--- config.mk ---
export PLATFORM = sky130hd
export DESIGN_NAME = writeback_arbiter
export DESIGN_NICKNAME = d
export VERILOG_FILES = /design/src/rtl/writeback_arbiter_pkg.sv /design/src/rtl/wb_fifo.sv /design/src/rtl/writeback_arbiter.sv
export SDC_FILE = /design/constraint.sdc
export NUM_CORES = 1
export LEC_CHECK = 0
export ABC_AREA = 1
export CELL_PAD_IN_SITES_DETAIL_PLACEMENT = 1
export CELL_PAD_IN_SITES_GLOBAL_PLACEMENT = 1
export CORE_UTILIZATION = 30
export CTS_BUF_LIST = sky130_fd_sc_hd__clkbuf_8
export DETAILED_ROUTE_END_ITERATION = 12
export PLACE_DENSITY = 0.61
export SYNTH_ARGS = -nofsm -noshare
export SYNTH_HDL_FRONTEND = slang
export SYNTH_SLANG_ARGS = --single-unit
--- constraint.sdc ---
create_clock -name clk -period 3.3 [get_ports clk]
set_input_delay 0.66 -clock clk [delete_from_list [all_inputs] [get_ports clk]]
set_output_delay 0.66 -clock clk [all_outputs]
set_load 0.01 [all_outputs]
--- src/rtl/writeback_arbiter_pkg.sv ---
// Shared definitions for the register-file writeback arbiter.
//   REG_ADDR_W / REG_ZERO : register address width and the hard-wired zero register
//   grant_e               : which source owns the write port in a given cycle
//   addr_hit()            : pending-write match used for hazard flags
package writeback_arbiter_pkg;

  localparam int unsigned REG_ADDR_W = 5;
  localparam logic [REG_ADDR_W-1:0] REG_ZERO = 5'd0;

  typedef enum logic [1:0] {
    GNT_NONE,
    GNT_ALU,
    GNT_LNG
  } grant_e;

  // r0 never counts as a pending write target.
  function automatic logic addr_hit(input logic [REG_ADDR_W-1:0] entry_addr,
                                    input logic [REG_ADDR_W-1:0] chk_addr);
    return (chk_addr != REG_ZERO) && (entry_addr == chk_addr);
  endfunction

endpackage

--- src/rtl/wb_fifo.sv ---
// Small circular FIFO for long-latency writeback results.
//   clk, rst    : clock, synchronous active-high reset (flushes contents)
//   push        : enqueue push_data (ignored when full)
//   push_data   : entry to enqueue
//   pop         : dequeue head (ignored when empty)
//   head        : current head entry
//   full, empty : occupancy flags
//   count       : number of valid entries
//   entries     : raw storage, for external address compares
//   valid       : per-slot flag, set for slots holding a queued entry
module wb_fifo #(
  parameter int unsigned W     = 37,
  parameter int unsigned DEPTH = 4
) (
  input  logic                            clk,
  input  logic                            rst,
  input  logic                            push,
  input  logic [W-1:0]                    push_data,
  input  logic                            pop,
  output logic [W-1:0]                    head,
  output logic                            full,
  output logic                            empty,
  output logic [$clog2(DEPTH):0]          count,
  output logic [DEPTH-1:0][W-1:0]         entries,
  output logic [DEPTH-1:0]                valid
);

  localparam int unsigned PW = $clog2(DEPTH);

  logic [DEPTH-1:0][W-1:0] mem;
  logic [PW-1:0]           rd_ptr;
  logic [PW-1:0]           wr_ptr;
  logic                    push_ok;
  logic                    pop_ok;

  assign full    = (count == (PW+1)'(DEPTH));
  assign empty   = (count == '0);
  assign push_ok = push && !full;
  assign pop_ok  = pop && !empty;
  assign head    = mem[rd_ptr];
  assign entries = mem;

  // Slot i is live when its distance from the read pointer (mod DEPTH) is below count.
  always_comb begin
    valid = '0;
    for (int unsigned i = 0; i < DEPTH; i++) begin
      valid[i] = {1'b0, PW'(PW'(i) - rd_ptr)} < count;
    end
  end

  always_ff @(posedge clk) begin
    if (rst) begin
      rd_ptr <= '0;
      wr_ptr <= '0;
      count  <= '0;
    end else begin
      if (push_ok) begin
        mem[wr_ptr] <= push_data;
        wr_ptr      <= wr_ptr + 1'b1;
      end
      if (pop_ok) begin
        rd_ptr <= rd_ptr + 1'b1;
      end
      case ({push_ok, pop_ok})
        2'b10:   count <= count + 1'b1;
        2'b01:   count <= count - 1'b1;
        default: count <= count;
      endcase
    end
  end

endmodule

--- src/rtl/writeback_arbiter.sv ---
// Merges ALU and long-latency results onto the single register-file write port.
// ALU has priority and never waits; long-source results queue in wb_fifo.
//   clk, rst            : clock, synchronous active-high reset
//   alu_valid/addr/data : single-cycle ALU result
//   lng_valid/addr/data : long-source result, handshaked with lng_ready
//   lng_ready           : FIFO has room (low during reset)
//   chk_addr0/1         : source registers to test against queued writes
//   busy0/1             : chk_addr matches a queued write (combinational)
//   alu_stall           : core must hold alu_valid low next cycle (registered)
//   wr_ena/addr/data    : registered register-file write port
module writeback_arbiter
  import writeback_arbiter_pkg::*;
#(
  parameter int unsigned N          = 32,
  parameter int unsigned DEPTH      = 4,
  parameter int unsigned MAX_STARVE = 8
) (
  input  logic                  clk,
  input  logic                  rst,
  input  logic                  alu_valid,
  input  logic [REG_ADDR_W-1:0] alu_addr,
  input  logic [N-1:0]          alu_data,
  input  logic                  lng_valid,
  output logic                  lng_ready,
  input  logic [REG_ADDR_W-1:0] lng_addr,
  input  logic [N-1:0]          lng_data,
  input  logic [REG_ADDR_W-1:0] chk_addr0,
  input  logic [REG_ADDR_W-1:0] chk_addr1,
  output logic                  busy0,
  output logic                  busy1,
  output logic                  alu_stall,
  output logic                  wr_ena,
  output logic [REG_ADDR_W-1:0] wr_addr,
  output logic [N-1:0]          wr_data
);

  localparam int unsigned EW = N + REG_ADDR_W;
  localparam int unsigned CW = $clog2(DEPTH) + 1;
  localparam int unsigned SW = $clog2(MAX_STARVE) + 1;

  logic                    fifo_push;
  logic                    fifo_pop;
  logic                    fifo_full;
  logic                    fifo_empty;
  logic [CW-1:0]           fifo_count;
  logic [EW-1:0]           fifo_head;
  logic [DEPTH-1:0][EW-1:0] fifo_entries;
  logic [DEPTH-1:0]        fifo_valid;

  grant_e                  grant;
  logic [SW-1:0]           starve_cnt;
  logic                    starve_hit;
  logic                    alu_waw;

  assign lng_ready = !rst && !fifo_full;
  // r0 results complete the handshake but are never queued.
  assign fifo_push = lng_valid && lng_ready && (lng_addr != REG_ZERO);

  wb_fifo #(
    .W     (EW),
    .DEPTH (DEPTH)
  ) u_fifo (
    .clk       (clk),
    .rst       (rst),
    .push      (fifo_push),
    .push_data ({lng_addr, lng_data}),
    .pop       (fifo_pop),
    .head      (fifo_head),
    .full      (fifo_full),
    .empty     (fifo_empty),
    .count     (fifo_count),
    .entries   (fifo_entries),
    .valid     (fifo_valid)
  );

  always_comb begin
    grant = GNT_NONE;
    if (alu_valid && (alu_addr != REG_ZERO)) begin
      grant = GNT_ALU;
    end else if (!fifo_empty) begin
      grant = GNT_LNG;
    end
  end

  assign fifo_pop = (grant == GNT_LNG);

  // The entry popped this cycle still flags busy until its write lands.
  always_comb begin
    busy0   = 1'b0;
    busy1   = 1'b0;
    alu_waw = 1'b0;
    for (int unsigned i = 0; i < DEPTH; i++) begin
      if (fifo_valid[i]) begin
        busy0   = busy0   | addr_hit(fifo_entries[i][EW-1:N], chk_addr0);
        busy1   = busy1   | addr_hit(fifo_entries[i][EW-1:N], chk_addr1);
        alu_waw = alu_waw | addr_hit(fifo_entries[i][EW-1:N], alu_addr);
      end
    end
  end

  // Counter saturates at MAX_STARVE so the stall holds while the ALU keeps winning.
  assign starve_hit = !fifo_empty && !fifo_pop && (starve_cnt >= SW'(MAX_STARVE - 1));

  always_ff @(posedge clk) begin
    if (rst) begin
      starve_cnt <= '0;
      alu_stall  <= 1'b0;
    end else begin
      if (fifo_empty || fifo_pop) begin
        starve_cnt <= '0;
      end else if (starve_cnt != SW'(MAX_STARVE)) begin
        starve_cnt <= starve_cnt + 1'b1;
      end
      alu_stall <= starve_hit;
    end
  end

  always_ff @(posedge clk) begin
    if (rst) begin
      wr_ena  <= 1'b0;
      wr_addr <= '0;
      wr_data <= '0;
    end else begin
      wr_ena <= (grant != GNT_NONE);
      case (grant)
        GNT_ALU: begin
          wr_addr <= alu_addr;
          wr_data <= alu_data;
        end
        GNT_LNG: begin
          wr_addr <= fifo_head[EW-1:N];
          wr_data <= fifo_head[N-1:0];
        end
        default: ;
      endcase
    end
  end

  always_ff @(posedge clk) begin
    if (!rst) begin
      assert (!(alu_valid && alu_waw));
      assert (fifo_count <= CW'(DEPTH));
    end
  end

endmodule

# --- After elaboration in Yosys (flattened, before gate mapping) ---
# Cells that the tools add are included.
classes:
  addsub: 9
  n_lt_le_gt_ge: 8
  eq_ne: 14
  n_mux: 18
  bitwise_logic: 7
  n_reduce_logical: 32
ops:
  columns: ["op", "count"]
  rows:
  - ["148-bit bitwise mux", 1]
  - ["37-bit binary-select mux with 2-bit select", 1]
  - ["37-bit demux with 2-bit select", 1]
  - ["37-bit 2-to-1 mux", 2]
  - ["32-bit one-hot mux with 2 select lines", 1]
  - ["5-bit equality test", 8]
  - ["5-bit nonzero test", 4]
  - ["1-bit logical AND", 17]
  - ["2-bit by 3-bit < comparator with 1-bit output", 4]
  - ["5-bit one-hot mux with 2 select lines", 1]
  - ["1-bit 2-to-1 mux", 8]
  - ["2-bit by 3-bit < comparator with 1-bit output, second input constant", 2]
  - ["1-bit bitwise OR", 6]
  - ["3-bit one-hot mux with 2 select lines", 1]
  - ["2-bit nonzero test", 3]
  - ["2-bit by 1-bit adder with 2-bit output, second input constant", 2]
  - ["4-bit by 1-bit adder with 4-bit output, second input constant", 1]
  - ["2-bit by 1-bit equality test with 1-bit output, second input constant", 2]
  - ["2-bit equality test, second input constant", 2]
  - ["4-bit by 3-bit >= comparator with 1-bit output, second input constant", 1]
  - ["1-bit logical NOT", 4]
  - ["2-bit 2-to-1 mux", 2]
  - ["4-bit != test, second input constant", 1]
  - ["1-bit by 2-bit subtractor with 2-bit output, first input constant", 2]
  - ["10 further kinds", 11]
totals:
  ff_bits: 198
  input_bits: 88
  output_inout_bits: 42
  word_cells: 100

# --- Depth between registers and ports, before layout ---
depth:
  depth_word: 9
  mapped_depth: 14
  depth_no_buf: 12

# --- Cells and area by module ---
# A second synthesis with hierarchy kept.
hier_totals:
  cells_unflattened: 900
  hier_area_um2: 8658.3
by_module_without_submodules:
  columns: ["module", "n_inst", "cells_per_inst", "area_each_um2", "seq_area_each_um2"]
  rows:
  - ["wb_fifo", 1, 390, 5881.9, 4584.4]
  - ["writeback_arbiter", 1, 510, 2776.4, 860.8]

# --- Worst setup path before layout ---
# No wires, ideal clock.
synth_path:
  path_type: "input port to flip-flop"
  from: "in rst"
  to: "reg u_fifo.mem, in the netlist u_fifo.entries[0], enable pin"
  setup_ns: 0.431
  arrival_ns: 3.002
  required_time_ns: 2.869
  setup_slack_ns: -0.134
  cell_stages: 4
  path_buffers: 1
  path_cell_list: "buf_2 a31oi_1 nand3_1 nor2_1"
synth_via:
  elab_chain_len: 6
  elab_cells_between_ends: 7
  classes_between: "bitwise: 1; reduce/logical: 6"
synth_lines:
  columns: ["item", "line_no", "rtl"]
  rows:
  - ["start: declaration", "writeback_arbiter.sv:19", "input logic rst,"]
  - ["1-bit logical NOT", null, null]
  - ["1-bit logical AND", "writeback_arbiter.sv:55", "assign lng_ready = !rst && !fifo_full;"]
  - ["named net lng_ready", "writeback_arbiter.sv:24", "output logic lng_ready,"]
  - ["1-bit logical AND (2 in a row)", "writeback_arbiter.sv:57", "assign fifo_push = lng_valid && lng_ready && (lng_addr != REG_ZERO);"]
  - ["1-bit logical AND", "wb_fifo.sv:38", "assign push_ok = push && !full;"]
  - ["2-bit AND reduction (no line)", null, null]
  - ["end signal: indexed assignment", "wb_fifo.sv:58", "mem[wr_ptr] <= push_data;"]
  - ["end: declaration", "wb_fifo.sv:30", "logic [DEPTH-1:0][W-1:0] mem;"]
# The timed path passes the listed nets, and every way through them passes these cells.
# A chain may end at the register's enable or synchronous reset.

# --- Worst setup path in the final report ---
layout_path:
  from: "reg u_fifo.count[1]"
  to: "out busy1"
layout_via:
  elab_chain_len: 8
  elab_cells_between_ends: 11
  classes_between: "order compare: 4; mux: 4; bitwise: 3"
layout_lines:
  columns: ["item", "line_no", "rtl"]
  rows:
  - ["start: declaration", "wb_fifo.sv:23", "output logic [$clog2(DEPTH):0] count,"]
  - ["start signal: assignment", "wb_fifo.sv:65", "2'b10: count <= count + 1'b1;"]
  - ["start signal: assignment", "wb_fifo.sv:66", "2'b01: count <= count - 1'b1;"]
  - ["start signal: assignment", "wb_fifo.sv:67", "default: count <= count;"]
  - ["2-bit by 3-bit < comparator with 1-bit output", "wb_fifo.sv:47", "valid[i] = {1'b0, PW'(PW'(i) - rd_ptr)} < count;"]
  - ["1-bit 2-to-1 mux", "writeback_arbiter.sv:93", "if (fifo_valid[i]) begin"]
  - ["1-bit bitwise OR", "writeback_arbiter.sv:95", "busy1 = busy1 | addr_hit(fifo_entries[i][EW-1:N], chk_addr1);"]
  - ["1-bit 2-to-1 mux", "writeback_arbiter.sv:93", null]
  - ["1-bit bitwise OR", "writeback_arbiter.sv:95", null]
  - ["1-bit 2-to-1 mux", "writeback_arbiter.sv:93", null]
  - ["1-bit bitwise OR", "writeback_arbiter.sv:95", null]
  - ["1-bit 2-to-1 mux (*)", "writeback_arbiter.sv:93", null]
  - ["end: declaration", "writeback_arbiter.sv:30", "output logic busy1,"]
# Mark *: on every way between the ends. The rest lies on a longest branch, timed or not.

==> out/summary.txt <==
outcome: complete, no violations
ratio of final minimum period to clock period: 88.0%
post-route worst setup slack: 396 ps
number of flip-flops and latches in the synthesized netlist: 198
Post-CTS Resized: 2
number of buffers inserted for hold repair after clock tree synthesis: 0
Yosys warnings: 0
last weighted congestion value of the routability-driven placer: 0.798
Fill cells: 3179
hold path startpoint: wr_data[14]
worst hold slack: 465 ps
Hold Vio Cnt, Final: 0
Worst Path Arrival: 2240 ps
mean area per synthesized cell: 10.0 um2
max_cap viols: 0
buffer type at the clock tree root: sky130_fd_sc_hd__clkbuf_8
initial drt markers: 372
sequential fraction of the synthesis area: 63.6%
share of power burned in registers: 43.7%
final design utilization: 38.8%
setup repair after global routing missed its margin: false
CTS clk-pin slew, worst paths: 120 ps
insertion delay to the later sink of the worst-skew pair: 480 ps
first-pass GRT wire length: 36700 um
total nets after synthesis: 953
DIE AREA: 29200 um2
net switching component of the power: 0.00260 W
gr ovfl total: 0
worst min-delay path class: flop to flop
areal power density over the cells: 646 nW/um2
Syn Std Cell Area: 8560 um2
worst-path fanout max: 6
origin of the worst setup path: u_fifo.count[1]
proportion of power drawn by the clock network: 23.0%
final std cell area, no fill: 10800 um2
launching point of the worst reg2reg path: u_fifo.count[0]
via-per-instance ratio: 4.56
reg2reg setup slack: 830 ps
maximum buffer depth of the clock tree: 2
required time at the endpoint of the critical path: 2640 ps
antenna violations before repair: 1
minimum period implied by the final worst setup slack: 2900 ps
Post CTS Setup Buffer Count: 0
number of buffers inserted during clock tree synthesis: 17
all-layer global routing usage: 17.1%
post-synthesis to final-layout area growth: 26.6%
top library cells by usage in the layout, fill and taps aside: 325 x sky130_fd_sc_hd__nand2_1, 148 x sky130_fd_sc_hd__edfxtp_1, 127 x sky130_fd_sc_hd__clkdlybuf4s50_1, 58 x sky130_fd_sc_hd__inv_1, 47 x sky130_fd_sc_hd__dfxtp_1
I/O pins: 130
wire length per cell: 17.3 um
leading cell type in the layout, fill and taps excluded: sky130_fd_sc_hd__nand2_1
count of final max-slew check failures: 0
core area: 27900 um2
worst slack at placement: 141 ps
switching share of power: 37.1%
effective utilization at floorplan: 30.6%
category of the critical setup timing path: flop to output port
leakage: 4.13 nW
Die Width: 171 um
number of placement rows: 61
Post-Place Cell Area: 10400 um2
setup total negative slack: 0 ps
CTS tree: built
VDD IR-drop max: 0.293 mV
worst setup skew after layout: 25.5 ps
critical path startpoint category: flop
remaining number of nets flagged by the antenna check after routing: 0
Gate power share: 33.3%
total of buffers placed on input and output ports: 129
HPWL reported at the end of detailed placement: 16400 um
post-detailed-routing wire length: 24000 um
maximum clock frequency: 344 MHz
Vias: 6306
vias in the first global route: 6341
first-pass iteration count of the detailed router: 4
count of H-tree levels built during CTS: 4
Vert. Die Dim: 171 um
# setup viols final: 0
ant diodes: 0
net count reported at finish: 1093
cell internal power dissipation: 0.00440 W
count of clock tree sinks: 198
DRC violation count after routing: 0
pin count of the biggest net entering global routing: 38
count of mapped cells out of synthesis: 853
slew at the pin closest to its max-slew limit: 973 ps
share of final-layout standard cells stronger than drive strength 1: 10.5%
post-synthesis cell type count: 28
worst rel slew slack: 35.0%
type of destination of the critical path: output port
==> cell usage after synthesis <==
cell	number	area share, %
sky130_fd_sc_hd__buf_1	1	0.044
sky130_fd_sc_hd__ha_1	11	1.6
sky130_fd_sc_hd__nand4_1	41	3.0
sky130_fd_sc_hd__nor3_1	3	0.18
sky130_fd_sc_hd__nor3_4	1	0.19
sky130_fd_sc_hd__inv_2	2	0.088
sky130_fd_sc_hd__nor2_8	2	0.47
sky130_fd_sc_hd__dfxtp_1	50	12
sky130_fd_sc_hd__nor2_2	2	0.15
sky130_fd_sc_hd__a21oi_1	12	0.70
sky130_fd_sc_hd__xor2_1	8	0.82
sky130_fd_sc_hd__buf_6	3	0.39
sky130_fd_sc_hd__inv_4	1	0.073
sky130_fd_sc_hd__buf_4	2	0.18
sky130_fd_sc_hd__buf_2	13	0.76
sky130_fd_sc_hd__o21ai_2	12	1.2
sky130_fd_sc_hd__nand3_1	29	1.7
sky130_fd_sc_hd__nand2_1	325	14
sky130_fd_sc_hd__clkbuf_1	14	0.61
sky130_fd_sc_hd__or2_2	18	1.3
sky130_fd_sc_hd__nand2_4	1	0.13
sky130_fd_sc_hd__inv_1	58	2.5
sky130_fd_sc_hd__fa_1	1	0.23
sky130_fd_sc_hd__xnor2_1	16	1.6
sky130_fd_sc_hd__o21ai_0	31	1.8
sky130_fd_sc_hd__a31oi_1	5	0.37
sky130_fd_sc_hd__edfxtp_1	148	52
sky130_fd_sc_hd__nor2_1	43	1.9
==> area by class of cell <==
type / count / area (um2) / share of cell area [%]
Inverter: 61 / 231 / 2.14
Clock inverter: 15 / 198 / 1.83
Clock buffer: 17 / 234 / 2.16
Multi-Input combinational cell: 561 / 2750 / 25.4
Sequential cell: 198 / 5450 / 50.3
Timing Repair Buffer: 154 / 1500 / 13.8
Tap cell: 378 / 473 / 4.37
==> stage by stage <==
| stage | std cells | power (W) |
|---|---|---|
| after CTS | 1384 | 0.00710 |
| after global routing | 1384 | 0.00743 |
| final | 1384 | 0.00700 |
| after global placement | 1352 | 0.00545 |
| after detailed placement | 1352 | 0.00547 |
| after floorplan | 853 | 0.00442 |
==> critical path, stage by stage (launching register included) <==
cell and delay, ps:
sky130_fd_sc_hd__dfxtp_2 380, sky130_fd_sc_hd__inv_1 130, sky130_fd_sc_hd__ha_1 350, sky130_fd_sc_hd__nor2_1 170
sky130_fd_sc_hd__nand2_1 70, sky130_fd_sc_hd__o21ai_0 140, sky130_fd_sc_hd__nor2_1 90, sky130_fd_sc_hd__nand2_1 60
sky130_fd_sc_hd__nand2_1 50, sky130_fd_sc_hd__nor2_1 110, sky130_fd_sc_hd__nor2_1 40, sky130_fd_sc_hd__dlymetal6s2s_1 160
==> sequential cells by signal, summed over array words and instances (netlist names) <==
register / cells
alu_stall: 1
starve_cnt: 4
u_fifo.count: 3
u_fifo.entries: 148
u_fifo.rd_ptr: 2
u_fifo.wr_ptr: 2
wr_addr: 5
wr_data: 32
wr_ena: 1
==> path summary, 6_finish.rpt <==
kind | endpoint | cells past startpoint
setup / recovery | busy1 | 11
hold reg to reg | wr_data[14] | 2
hold / removal | wr_data[14] | 2
setup reg to reg | u_fifo.entries[129] | 6
==> cell families after synthesis <==
kind of cell,share of synthesized area (%)
AND/OR/NAND/NOR,23.3
adder cells (fa/ha/maj),1.84
XOR/XNOR,2.46
flip-flops,63.6
buffers and inverters,4.69
AO/OA/AOI/OAI,4.11
==> power groups by stage <==
stage	Clock, W	Sequential (W)	Combinational [W]
2_1_floorplan	0	0.00315	0.00127
3_3_place_gp	0	0.00311	0.00234
3_5_place_dp	0	0.00312	0.00236
4_1_cts	0.00166	0.00306	0.00238
5_1_grt	0.00175	0.00309	0.00259
6_report	0.00161	0.00306	0.00233
==> routing by layer <==
layer  track usage [%]  vias to the layer above  share of wire (%)
met5                 0                        -              0.046
met2              28.8                      123                 49
met1              22.4                     3049                 45
met3              2.80                       23                4.8
met4              4.93                        2                1.3
li1                  -                     3109                  -
Power figures use the tool's default switching activity.
